$ cat src/rtl/jtag_userop_pkg.sv
// -----------------------------------------------------------------------------
// jtag_userop_pkg
// Shared definitions for the JTAG user-opcode sequencer:
//   - user opcode encodings
//   - sequencer FSM state encoding
//   - sticky status flags and status word bit positions
//   - all-ones constant returned by a read that times out
//   - small helpers to classify opcodes and assemble the status word
// -----------------------------------------------------------------------------
package jtag_userop_pkg;

    // User opcodes (low 8 bits of USEROP; higher bits must be zero).
    localparam logic [7:0] OP_NOP        = 8'h00;
    localparam logic [7:0] OP_SET_ADDR   = 8'h01;
    localparam logic [7:0] OP_WRITE      = 8'h02;
    localparam logic [7:0] OP_READ       = 8'h03;
    localparam logic [7:0] OP_WRITE_INC  = 8'h04;
    localparam logic [7:0] OP_READ_INC   = 8'h05;
    localparam logic [7:0] OP_GET_STATUS = 8'h06;
    localparam logic [7:0] OP_CLR_STATUS = 8'h07;

    // Sequencer states.
    typedef enum logic [1:0] {
        ST_IDLE = 2'd0,
        ST_BUS  = 2'd1,
        ST_DONE = 2'd2
    } seq_state_e;

    // Status word bit positions.
    localparam int STAT_BUSY    = 0;
    localparam int STAT_ERR     = 1;
    localparam int STAT_TIMEOUT = 2;
    localparam int STAT_ILLEGAL = 3;
    localparam int STAT_OVERRUN = 4;
    localparam int STAT_OP_LSB  = 8;

    // Widest data path supported by the all-ones constant below.
    localparam int MAX_DATA_W = 1024;

    // Value returned in place of read data when the bus never acknowledges.
    localparam logic [MAX_DATA_W-1:0] ALL_ONES = '1;

    // Sticky flags, cleared only by CLR_STATUS or reset.
    typedef struct packed {
        logic overrun;
        logic illegal;
        logic timeout;
        logic err;
    } sticky_flags_t;

    function automatic logic op_is_read(input logic [7:0] op);
        return (op == OP_READ) || (op == OP_READ_INC);
    endfunction

    function automatic logic op_is_inc(input logic [7:0] op);
        return (op == OP_WRITE_INC) || (op == OP_READ_INC);
    endfunction

    function automatic logic [15:0] pack_status(input logic          busy,
                                                input sticky_flags_t flags,
                                                input logic [7:0]    last_op);
        logic [15:0] s;
        s                     = '0;
        s[STAT_BUSY]          = busy;
        s[STAT_ERR]           = flags.err;
        s[STAT_TIMEOUT]       = flags.timeout;
        s[STAT_ILLEGAL]       = flags.illegal;
        s[STAT_OVERRUN]       = flags.overrun;
        s[STAT_OP_LSB +: 8]   = last_op;
        return s;
    endfunction

endpackage

$ cat src/rtl/jtag_seq_timer.sv
// -----------------------------------------------------------------------------
// jtag_seq_timer
// Loadable down-counter used as the bus-acknowledge watchdog.
// Ports:
//   i_clk       clock
//   i_rst_n     asynchronous active-low reset
//   i_load      load i_load_val (ignored while i_clear is high)
//   i_load_val  value loaded on i_load
//   i_clear     force the count to zero (highest priority)
//   i_en        count down by one; holds at zero
//   o_tc        terminal count: the counter is zero
// -----------------------------------------------------------------------------
module jtag_seq_timer #(
    parameter int WIDTH = 8
) (
    input  logic             i_clk,
    input  logic             i_rst_n,
    input  logic             i_load,
    input  logic [WIDTH-1:0] i_load_val,
    input  logic             i_clear,
    input  logic             i_en,
    output logic             o_tc
);

    logic [WIDTH-1:0] r_count;

    // NOTE: sequential state uses non-blocking assignments so every register
    // samples the pre-edge values, independent of block ordering.
    always_ff @(posedge i_clk or negedge i_rst_n) begin
        if (!i_rst_n) begin
            r_count <= '0;
        end else if (i_clear) begin
            r_count <= '0;
        end else if (i_load) begin
            r_count <= i_load_val;
        end else if (i_en && (r_count != '0)) begin
            r_count <= r_count - WIDTH'(1);
        end
    end

    assign o_tc = (r_count == '0);

endmodule

$ cat src/rtl/jtag_userop_sequencer.sv
// -----------------------------------------------------------------------------
// jtag_userop_sequencer
// Turns completed USEROP/USERDATA shifts into single-beat transactions on a
// req/ack register bus, with an auto-incrementing address pointer, and
// presents read data or a status word for the next USERDATA Capture-DR.
// Everything runs in the tck domain.
// Ports:
//   tck           TAP clock (only clock)
//   trst          asynchronous active-low reset
//   userop        opcode from the USEROP register
//   userop_ready  one-cycle pulse at Update-DR of USEROP
//   userdata_out  operand shifted in by the host
//   userdata_in   value captured by the next USERDATA Capture-DR
//   bus_req       transaction request, held until ack or timeout
//   bus_we        1 = write, 0 = read
//   bus_addr      transaction address (pointer value at issue)
//   bus_wdata     write data (operand latched with the opcode)
//   bus_rdata     read data, valid with bus_ack
//   bus_ack       completion strobe, honoured only while bus_req is high
//   bus_err       error flag, sampled only with bus_ack
//   busy          a transaction is in flight (state != IDLE)
// ADDR_W must not exceed USERDATA_LEN; USERDATA_LEN must not exceed
// MAX_DATA_W from the package.
// -----------------------------------------------------------------------------
module jtag_userop_sequencer
    import jtag_userop_pkg::*;
#(
    parameter int USERDATA_LEN   = 32,
    parameter int USEROP_LEN     = 8,
    parameter int ADDR_W         = 16,
    parameter int ADDR_STRIDE    = 1,
    parameter int TIMEOUT_CYCLES = 255
) (
    input  logic                    tck,
    input  logic                    trst,
    input  logic [USEROP_LEN-1:0]   userop,
    input  logic                    userop_ready,
    input  logic [USERDATA_LEN-1:0] userdata_out,
    output logic [USERDATA_LEN-1:0] userdata_in,
    output logic                    bus_req,
    output logic                    bus_we,
    output logic [ADDR_W-1:0]       bus_addr,
    output logic [USERDATA_LEN-1:0] bus_wdata,
    input  logic [USERDATA_LEN-1:0] bus_rdata,
    input  logic                    bus_ack,
    input  logic                    bus_err,
    output logic                    busy
);

    // The watchdog is loaded with TIMEOUT_CYCLES-1 so that terminal count is
    // reached on the TIMEOUT_CYCLES-th cycle with bus_req high.
    localparam int               TMR_W    = $clog2(TIMEOUT_CYCLES + 1);
    localparam logic [TMR_W-1:0] TMR_LOAD = TMR_W'(TIMEOUT_CYCLES - 1);

    // ---------------------------------------------------------------------
    // Declarations
    // ---------------------------------------------------------------------
    seq_state_e                r_state;
    seq_state_e                w_state_nxt;

    logic                      r_bus_req;
    logic                      r_bus_we;
    logic [ADDR_W-1:0]         r_bus_addr;
    logic [USERDATA_LEN-1:0]   r_bus_wdata;
    logic [ADDR_W-1:0]         r_ptr;
    logic [USERDATA_LEN-1:0]   r_userdata_in;
    logic [7:0]                r_last_op;
    sticky_flags_t             r_flags;
    sticky_flags_t             w_flags_nxt;

    // Outcome of the bus beat, captured when it ends and applied in DONE.
    logic                      r_rsp_ok;
    logic                      r_rsp_err;
    logic [USERDATA_LEN-1:0]   r_rsp_data;

    logic [USEROP_LEN+7:0]     w_op_ext;
    logic [7:0]                w_op8;
    logic                      w_op_legal;
    logic                      w_is_bus;
    logic                      w_is_write;
    logic                      w_is_set_addr;
    logic                      w_is_get_status;
    logic                      w_is_clr_status;
    logic                      w_is_illegal;

    logic                      w_busy;
    logic                      w_accept;
    logic                      w_overrun;
    logic                      w_start;
    logic                      w_ack;
    logic                      w_tc;
    logic                      w_timeout;
    logic                      w_complete;
    logic                      w_tmr_en;
    logic                      w_tmr_clear;

    // ---------------------------------------------------------------------
    // Opcode decode
    // ---------------------------------------------------------------------
    // Zero-padding by 8 lets the same slices work for any USEROP_LEN: the
    // low byte is the opcode and every bit above it must be zero.
    assign w_op_ext   = {8'd0, userop};
    assign w_op8      = w_op_ext[7:0];
    assign w_op_legal = (w_op_ext[USEROP_LEN+7:8] == '0) && (w_op8 <= OP_CLR_STATUS);

    // NOTE: every output of a combinational block gets a default first, so
    // no path through the block can leave a value held (no latch inferred).
    always_comb begin
        w_is_bus        = 1'b0;
        w_is_write      = 1'b0;
        w_is_set_addr   = 1'b0;
        w_is_get_status = 1'b0;
        w_is_clr_status = 1'b0;
        w_is_illegal    = 1'b0;
        if (!w_op_legal) begin
            w_is_illegal = 1'b1;
        end else begin
            case (w_op8)
                OP_SET_ADDR:               w_is_set_addr   = 1'b1;
                OP_GET_STATUS:             w_is_get_status = 1'b1;
                OP_CLR_STATUS:             w_is_clr_status = 1'b1;
                OP_WRITE, OP_WRITE_INC: begin
                    w_is_bus   = 1'b1;
                    w_is_write = 1'b1;
                end
                OP_READ, OP_READ_INC:      w_is_bus        = 1'b1;
                default: ;                 // OP_NOP
            endcase
        end
    end

    // ---------------------------------------------------------------------
    // Control strobes
    // ---------------------------------------------------------------------
    assign w_busy     = (r_state != ST_IDLE);
    assign w_accept   = userop_ready && !w_busy;
    assign w_overrun  = userop_ready &&  w_busy;
    assign w_start    = w_accept && w_is_bus;
    // An ack arriving while bus_req is low is not ours and is dropped.
    assign w_ack      = (r_state == ST_BUS) && r_bus_req && bus_ack;
    // Ack wins over a coincident timeout.
    assign w_timeout  = (r_state == ST_BUS) && r_bus_req && !bus_ack && w_tc;
    assign w_complete = (r_state == ST_DONE);

    assign w_tmr_en    = (r_state == ST_BUS) && r_bus_req;
    assign w_tmr_clear = w_ack || w_timeout;

    jtag_seq_timer #(
        .WIDTH      (TMR_W)
    ) u_timer (
        .i_clk      (tck),
        .i_rst_n    (trst),
        .i_load     (w_start),
        .i_load_val (TMR_LOAD),
        .i_clear    (w_tmr_clear),
        .i_en       (w_tmr_en),
        .o_tc       (w_tc)
    );

    // ---------------------------------------------------------------------
    // FSM: IDLE -> BUS -> DONE -> IDLE
    // ---------------------------------------------------------------------
    always_ff @(posedge tck or negedge trst) begin
        if (!trst) begin
            r_state <= ST_IDLE;
        end else begin
            r_state <= w_state_nxt;
        end
    end

    always_comb begin
        w_state_nxt = r_state;
        case (r_state)
            ST_IDLE: if (w_start)               w_state_nxt = ST_BUS;
            ST_BUS:  if (w_ack || w_timeout)    w_state_nxt = ST_DONE;
            ST_DONE:                            w_state_nxt = ST_IDLE;
            default:                            w_state_nxt = ST_IDLE;
        endcase
    end

    // ---------------------------------------------------------------------
    // Bus request channel: address/data/direction stay frozen for the beat.
    // ---------------------------------------------------------------------
    always_ff @(posedge tck or negedge trst) begin
        if (!trst) begin
            r_bus_req   <= 1'b0;
            r_bus_we    <= 1'b0;
            r_bus_addr  <= '0;
            r_bus_wdata <= '0;
        end else if (w_start) begin
            r_bus_req   <= 1'b1;
            r_bus_we    <= w_is_write;
            r_bus_addr  <= r_ptr;
            r_bus_wdata <= userdata_out;
        end else if (w_ack || w_timeout) begin
            r_bus_req   <= 1'b0;
        end
    end

    // ---------------------------------------------------------------------
    // Beat outcome capture (rdata is only valid in the ack cycle).
    // ---------------------------------------------------------------------
    always_ff @(posedge tck or negedge trst) begin
        if (!trst) begin
            r_rsp_ok   <= 1'b0;
            r_rsp_err  <= 1'b0;
            r_rsp_data <= '0;
        end else if (w_ack) begin
            r_rsp_ok   <= 1'b1;
            r_rsp_err  <= bus_err;
            r_rsp_data <= bus_rdata;
        end else if (w_timeout) begin
            r_rsp_ok   <= 1'b0;
            r_rsp_err  <= 1'b0;
            r_rsp_data <= ALL_ONES[USERDATA_LEN-1:0];
        end
    end

    // ---------------------------------------------------------------------
    // Address pointer: loaded by SET_ADDR, advanced after a clean *_INC beat.
    // The add wraps naturally at ADDR_W bits.
    // ---------------------------------------------------------------------
    always_ff @(posedge tck or negedge trst) begin
        if (!trst) begin
            r_ptr <= '0;
        end else if (w_accept && w_is_set_addr) begin
            r_ptr <= userdata_out[ADDR_W-1:0];
        end else if (w_complete && r_rsp_ok && !r_rsp_err && op_is_inc(r_last_op)) begin
            r_ptr <= r_ptr + ADDR_W'(ADDR_STRIDE);
        end
    end

    // ---------------------------------------------------------------------
    // Capture value for the host. The status word reflects the state before
    // the GET_STATUS itself, so its opcode field is the previous command.
    // ---------------------------------------------------------------------
    always_ff @(posedge tck or negedge trst) begin
        if (!trst) begin
            r_userdata_in <= '0;
        end else if (w_accept && w_is_get_status) begin
            r_userdata_in <= USERDATA_LEN'(pack_status(w_busy, r_flags, r_last_op));
        end else if (w_complete && op_is_read(r_last_op)) begin
            r_userdata_in <= r_rsp_data;
        end
    end

    // ---------------------------------------------------------------------
    // Sticky flags and last accepted opcode. An overrun pulse is dropped
    // without touching the opcode history.
    // ---------------------------------------------------------------------
    always_comb begin
        w_flags_nxt = r_flags;
        if (w_accept && w_is_clr_status) begin
            w_flags_nxt = '0;
        end
        if (w_accept && w_is_illegal) begin
            w_flags_nxt.illegal = 1'b1;
        end
        if (w_overrun) begin
            w_flags_nxt.overrun = 1'b1;
        end
        if (w_timeout) begin
            w_flags_nxt.timeout = 1'b1;
        end
        if (w_complete && r_rsp_ok && r_rsp_err) begin
            w_flags_nxt.err = 1'b1;
        end
    end

    always_ff @(posedge tck or negedge trst) begin
        if (!trst) begin
            r_flags   <= '0;
            r_last_op <= '0;
        end else begin
            r_flags <= w_flags_nxt;
            if (w_accept) begin
                r_last_op <= w_op8;
            end
        end
    end

    // ---------------------------------------------------------------------
    // Outputs
    // ---------------------------------------------------------------------
    assign userdata_in = r_userdata_in;
    assign bus_req     = r_bus_req;
    assign bus_we      = r_bus_we;
    assign bus_addr    = r_bus_addr;
    assign bus_wdata   = r_bus_wdata;
    assign busy        = w_busy;

endmodule

$ cat config.mk
export PLATFORM = sky130hd
export DESIGN_NAME = jtag_userop_sequencer
export DESIGN_NICKNAME = d
export VERILOG_FILES = /design/src/rtl/jtag_userop_pkg.sv /design/src/rtl/jtag_seq_timer.sv /design/src/rtl/jtag_userop_sequencer.sv
export SDC_FILE = /design/constraint.sdc
export NUM_CORES = 1
export LEC_CHECK = 0
export CAP_MARGIN = 5
export CELL_PAD_IN_SITES_DETAIL_PLACEMENT = 0
export CELL_PAD_IN_SITES_GLOBAL_PLACEMENT = 1
export CORE_MARGIN = 5
export CORE_UTILIZATION = 43
export CTS_CLUSTER_DIAMETER = 40
export CTS_CLUSTER_SIZE = 40
export DETAILED_ROUTE_END_ITERATION = 8
export MAX_ROUTING_LAYER = met4
export PLACE_DENSITY_LB_ADDON = 0.1
export SKIP_CTS_REPAIR_TIMING = 1
export SYNTH_ARGS = -nofsm -noshare
export SYNTH_HDL_FRONTEND = slang
export SYNTH_HIERARCHICAL = 1
export SYNTH_SLANG_ARGS = --single-unit
$ cat constraint.sdc
create_clock -name tck -period 5 [get_ports tck]
set_input_delay 0.5 -clock tck [delete_from_list [all_inputs] [get_ports tck]]
set_output_delay 0.5 -clock tck [all_outputs]
set_load 0.02 [all_outputs]
==> results of run 1 <==
## sequential cells by signal, summed over array words and instances, names as in the netlist
register	cells
r_last_op	8
r_ptr	16
r_rsp_err	1
r_rsp_ok	1
bus_addr	16
bus_req	1
r_rsp_data	32
userdata_in	32
bus_we	1
r_state	2
u_timer/r_count	8
r_flags	4
bus_wdata	32
## kinds of logic after synthesis
| family | after synthesis | synth area share (%) |
|---|---|---|
| AOI/OAI and AO/OA | 88 | 10.7 |
| muxes | 103 | 16.4 |
| xor gates and xnor gates | 7 | 0.911 |
| and+or+nand+nor | 122 | 10.4 |
| other | 2 | 0.112 |
| DFF | 154 | 57.2 |
| buffers and inverters | 46 | 3.72 |
| adders and majority gates | 3 | 0.558 |
## critical path, stage by stage
cell and delay (ps):
clkdlybuf4s50_1 520, or4b_1 750, nor4_4 840, buf_4 420, o21ai_0 150
## synth_stat cells, types with 2 or more instances
cell	instances	area share, %
dfrtp_1	154	57
mux2_2	53	8.9
mux2i_1	44	6.5
o22a_1	32	4.2
nand2_1	31	1.7
nor2_1	31	1.7
inv_1	17	0.95
nor3_1	13	0.97
o21ai_0	13	0.97
clkbuf_1	12	0.67
a221o_1	10	1.5
buf_6	9	1.5
nand3_1	8	0.59
nor4_1	7	0.65
a211oi_1	6	0.67
mux2_1	6	1.0
xnor2_1	6	0.78
buf_2	5	0.37
a21o_1	4	0.45
nand4_1	4	0.37
a22o_1	3	0.39
and4_1	3	0.39
ha_1	3	0.56
nor4_4	3	0.95
a21bo_2	2	0.30
a21oi_1	2	0.15
a32o_1	2	0.30
a32oi_1	2	0.26
conb_1	2	0.11
nand3b_1	2	0.22
nor3b_1	2	0.22
nor4b_2	2	0.45
o21ai_1	2	0.15
o2bb2ai_1	2	0.26
or2_2	2	0.19
or3_1	2	0.19
or3b_2	2	0.26
or4_1	2	0.22
or4_4	2	0.33
## power groups by stage
stage                     Clock (uW)  Combinational, uW  Sequential [uW]
final                           1290                578             1620
after detailed placement           0                584             1630
after global placement             0                571             1620
after CTS                       1320                589             1610
after floorplan                    0                282             1660
after global routing            1370                631             1640
## through the flow
stage          hold slack, ps  util (%)  setup WS (ps)
5_1_grt                   343      59.5           1900
4_1_cts                   283      59.5           2080
3_3_place_gp              463      55.6           1670
2_1_floorplan             204         -           2520
3_5_place_dp              475      55.6           1680
6_report                  246      59.5           2100
## layout by cell type, fill, tap and decap left out, types with 3 or more instances in the layout
cell type        count
clkdlybuf4s50_1    158
dfrtp_1            154
mux2_2              53
mux2i_1             44
o22a_1              32
nand2_1             31
nor2_1              31
inv_1               17
clkbuf_16           17
o21ai_0             13
nor3_1              13
a221o_1             10
nand3_1              8
conb_1               8
buf_4                7
xnor2_1              6
nor4_1               6
mux2_1               6
a211oi_1             6
clkinv_2             5
nand4_1              4
a21o_1               4
nor4_4               3
and4_1               3
a22o_1               3
ha_1                 3
bufinv_16            3
## routing by layer
layer / routed length, um / global-route usage (%) / up-vias
li1: - / - / 2248
met1: 7330 / 24.2 / 2444
met2: 7430 / 28.2 / 104
met3: 770 / 4.98 / 19
met4: 227 / 6.27 / 0
met5: 0 / - / -
## worst max-delay path by stage
stage	from	end	slack, ps	cells past startpoint
floorplan	userop[5]	u_timer/r_count[5]	2520	8
global placement	userop[3]	userdata_in[2]	1670	5
detailed placement	userop[3]	userdata_in[2]	1680	5
CTS	userop[3]	userdata_in[2]	2080	5
global route	userop[3]	userdata_in[2]	1900	5
finish	userop[3]	userdata_in[2]	2100	5
## layout make-up
class	instances	area [sq um]	area share [%]
inverters	18	67.6	0.744
multi-input cells	331	2660	29.3
well taps	211	264	2.91
repair buffers	166	1650	18.1
clock inverters	12	148	1.63
flip-flops and latches	154	3850	42.4
clock buffers	20	447	4.92
==> results.cfg, run 1 <==
[status]
status = completed

[timing]
setup_violations = 0
min_period_ps = 2900
finalSetupTns_ps = 0
worst_pin_slew_ps = 1030
post-route-period-util_pct = 58.1
relSlewSlack_pct = 31.6
hold_viol = 0
slew_violations = 0
grt_setup_unrepaired = no
skew_ps = 8.51
fmax_ghz = 0.344

[yosys]
synth.distinct_cells = 57
synthArstFlopShare_pct = 100
synth_area_sq_um = 6730
synth-seq-cells = 154
synth-edff-count = 0
syn_avg_cell_area_sq_um = 12.8
netlist_instances = 525
ys_seq_area_share_pct = 57.2
synthFlopType = dfrtp_1
yosysWarningCount = 6

[detailed_routing]
drt-vias-per-instance = 5.28
ant_nets = 0
wl_per_cell_um = 17.3
drt-total-wl_mm = 15.8
drc = 0
drt_first_pass_iters = 4
vias = 4815
first_iter_violations = 162

[global_routing]
grt_start_max_net_pins = 118
grt_pass1_wl_mm = 26.3
gr-total-overflow = 0
grt_pass1_vias = 5138
grt.total_usage_pct = 18.5
antenna_found_initial = 0

[placement]
gp_congestion = 0.792
post-dp-hpwl_mm = 10.8
io_buffers = 159
place_inst = 880
place_area_sq_um = 8490

[power]
p_int_uw = 2590
vdd_drop_max_mv = 0.243
power_frac_clock_pct = 37.0
p_per_area_nw_per_um2 = 383
switching_power_uw = 887
finalPower_uw = 3480
p_sw_share_pct = 25.5
p_seq_share_pct = 46.4
combPwrFrac_pct = 16.6
p_leak_uw = 0.00374

[floorplanning]
start_util_pct = 44.1
io_pins = 160
rows = 45
die_h_um = 135
die-area_sq_um = 18300
die_w_um = 135
core_sq_um = 15300

[clock_network]
cts_buffer_depth = 2
clock_latency_ps = 420
cts_sinks = 154
numCtsBuffers = 17
cts_tree = yes
htreeDepth = 4
cts_root_buffer = clkbuf_16
clkTransAtPathRegs_ps = 60

[setup_path]
timing.rr.end = userdata_in[2]
cp-end-kind = flip-flop
setup.worst_path.class = in2reg
crit_arrival_ps = 3190
reg2reg_depth = 4
cp_max_fo = 24
reg2reg_from = r_state[1]
startpoint_type = primary input
ff2ff_setup_slack_ps = 2290
cp.required_ps = 5280

[final_layout]
stdcell_count = 912
area_delta_synth_final_pct = 34.9
design_area_sq_um = 9080
layout-drive-gt1-share_pct = 15.8
num-nets-final = 768
diodes = 0
fillerInstances = 1312

[min_path]
hold_class = in2async

[flow_run]
cap_viol_max_count = 0
Power figures use the tool's default switching activity.
==> run 2, diff against run 1 <==
CORE_UTILIZATION = 36   (was 43)
clock period = 2.45 ns   (was 5 ns; I/O delays follow)
==> results.cfg, run 2 (synthesis results as in run 1) <==
[clock_network]
htreeDepth = 4
cts_root_buffer = clkbuf_16
cts_tree = yes
cts_sinks = 154
clock_latency_ps = 420
numCtsBuffers = 17
clkTransAtPathRegs_ps = 60
cts_buffer_depth = 2

[setup_path]
endpoint = r_ptr[3]
critPathLaunch = r_last_op[6]
cp.required_ps = 2750
crit_arrival_ps = 2580
reg2reg_from = r_last_op[6]
timing.rr.end = r_ptr[3]
setup.worst_path.class = reg2reg
cp-end-kind = flip-flop
ff2ff_setup_slack_ps = 170
startpoint_type = flip-flop
cp_max_fo = 11
reg2reg_depth = 5

[global_routing]
antenna_found_initial = 0
grt.total_usage_pct = 17.0
grt_start_max_net_pins = 64
gr-total-overflow = 0
grt_pass1_vias = 5200
grt_pass1_wl_mm = 28.4

[power]
p_per_area_nw_per_um2 = 770
vdd_drop_max_mv = 0.486
p_leak_uw = 0.00390

[detailed_routing]
drc = 0
ant_nets = 0
drt-total-wl_mm = 17.2
wl_per_cell_um = 18.0
first_iter_violations = 205
drt-vias-per-instance = 5.01
drt_first_pass_iters = 4
vias = 4814

[floorplanning]
core_sq_um = 18600
rows = 50
die_w_um = 147
die_h_um = 147
die-area_sq_um = 21500
start_util_pct = 36.2
io_pins = 160

[final_layout]
mostFrequentLayoutCell = clkdlybuf4s50_1
fillerInstances = 1616
multi_input_area_sq_um = 2660
design_area_sq_um = 9410
regArea_sq_um = 3850
num-nets-final = 793
layout-drive-gt1-share_pct = 18.9
layout_common_cells = clkdlybuf4s50_1, dfrtp_1, mux2_2
area_delta_synth_final_pct = 39.8
diodes = 0

[status]
status = completed

[placement]
dp_slack_ps = -55.2
io_buffers = 159
gp_congestion = 0.790
post-dp-hpwl_mm = 12.4
place_area_sq_um = 8780

[timing]
setup_violations = 0
hold_viol = 0
min_period_ps = 2280
fin_ws_ps = 172
slew_violations = 0
grt_setup_unrepaired = no
skew_ps = 7.96
worst_pin_slew_ps = 635
relSlewSlack_pct = 57.6
finalSetupTns_ps = 0
post-route-period-util_pct = 93.0
fmax_ghz = 0.439

[flow_run]
cap_viol_max_count = 0

[min_path]
hold_class = in2async
==> run 2: worst max-delay path: stages, from the launching register on <==
cell	delay (ps)
dfrtp_1	400
or4_4	590
nor4_2	270
buf_4	260
mux2_2	350
a221o_1	290
==> run 2: area by class of cell <==
type	count	share of cell area, %
clock buffers	17	4.52
repair buffers	191	20.4
flip-flops and latches	154	41.0
inverters	18	0.718
multi-input cells	331	28.2
clock inverters	15	2.02
well taps	234	3.11
==> run 2: per-layer routing <==
metal	GRT usage (%)	wire length (um)	vias to the layer above	part of all wire (%)
li1	-	-	2297	-
met1	22.1	8020	2378	47
met2	25.7	8010	121	46
met3	4.72	943	18	5.5
met4	5.93	277	0	1.6
met5	-	0	-	0
==> run 2: per-stage QoR <==
| stage | util (%) | cells | total power (uW) | hold WS [ps] |
|---|---|---|---|---|
| 6_report | 50.6 | 960 | 7250 | 377 |
| 5_1_grt | 50.6 | 960 | 7600 | 392 |
| 4_1_cts | 50.6 | 959 | 7360 | -183 |
| 3_5_place_dp | 47.3 | 927 | 4560 | 277 |
| 3_3_place_gp | 47.3 | 927 | 4520 | 271 |
| 2_1_floorplan | - | 531 | 3950 | -50.6 |
==> run 2: worst min-delay path by stage <==
stage,startpoint,endpoint,slack (ps),cells past startpoint
finish,trst,bus_wdata[7],380,2
global placement,trst,bus_wdata[7],270,1
floorplan,trst,bus_addr[0],-50,0
CTS,trst,bus_wdata[7],-180,1
global route,bus_rdata[15],r_rsp_data[15],390,2
detailed placement,trst,bus_wdata[7],280,1
==> run 2: power by group <==
group          switching [uW]  internal (uW)  leakage, uW
Combinational             499            718      0.00171
Sequential                313           2970      0.00189
Clock                    1120           1630     0.000298
Total                    1930           5320      0.00390
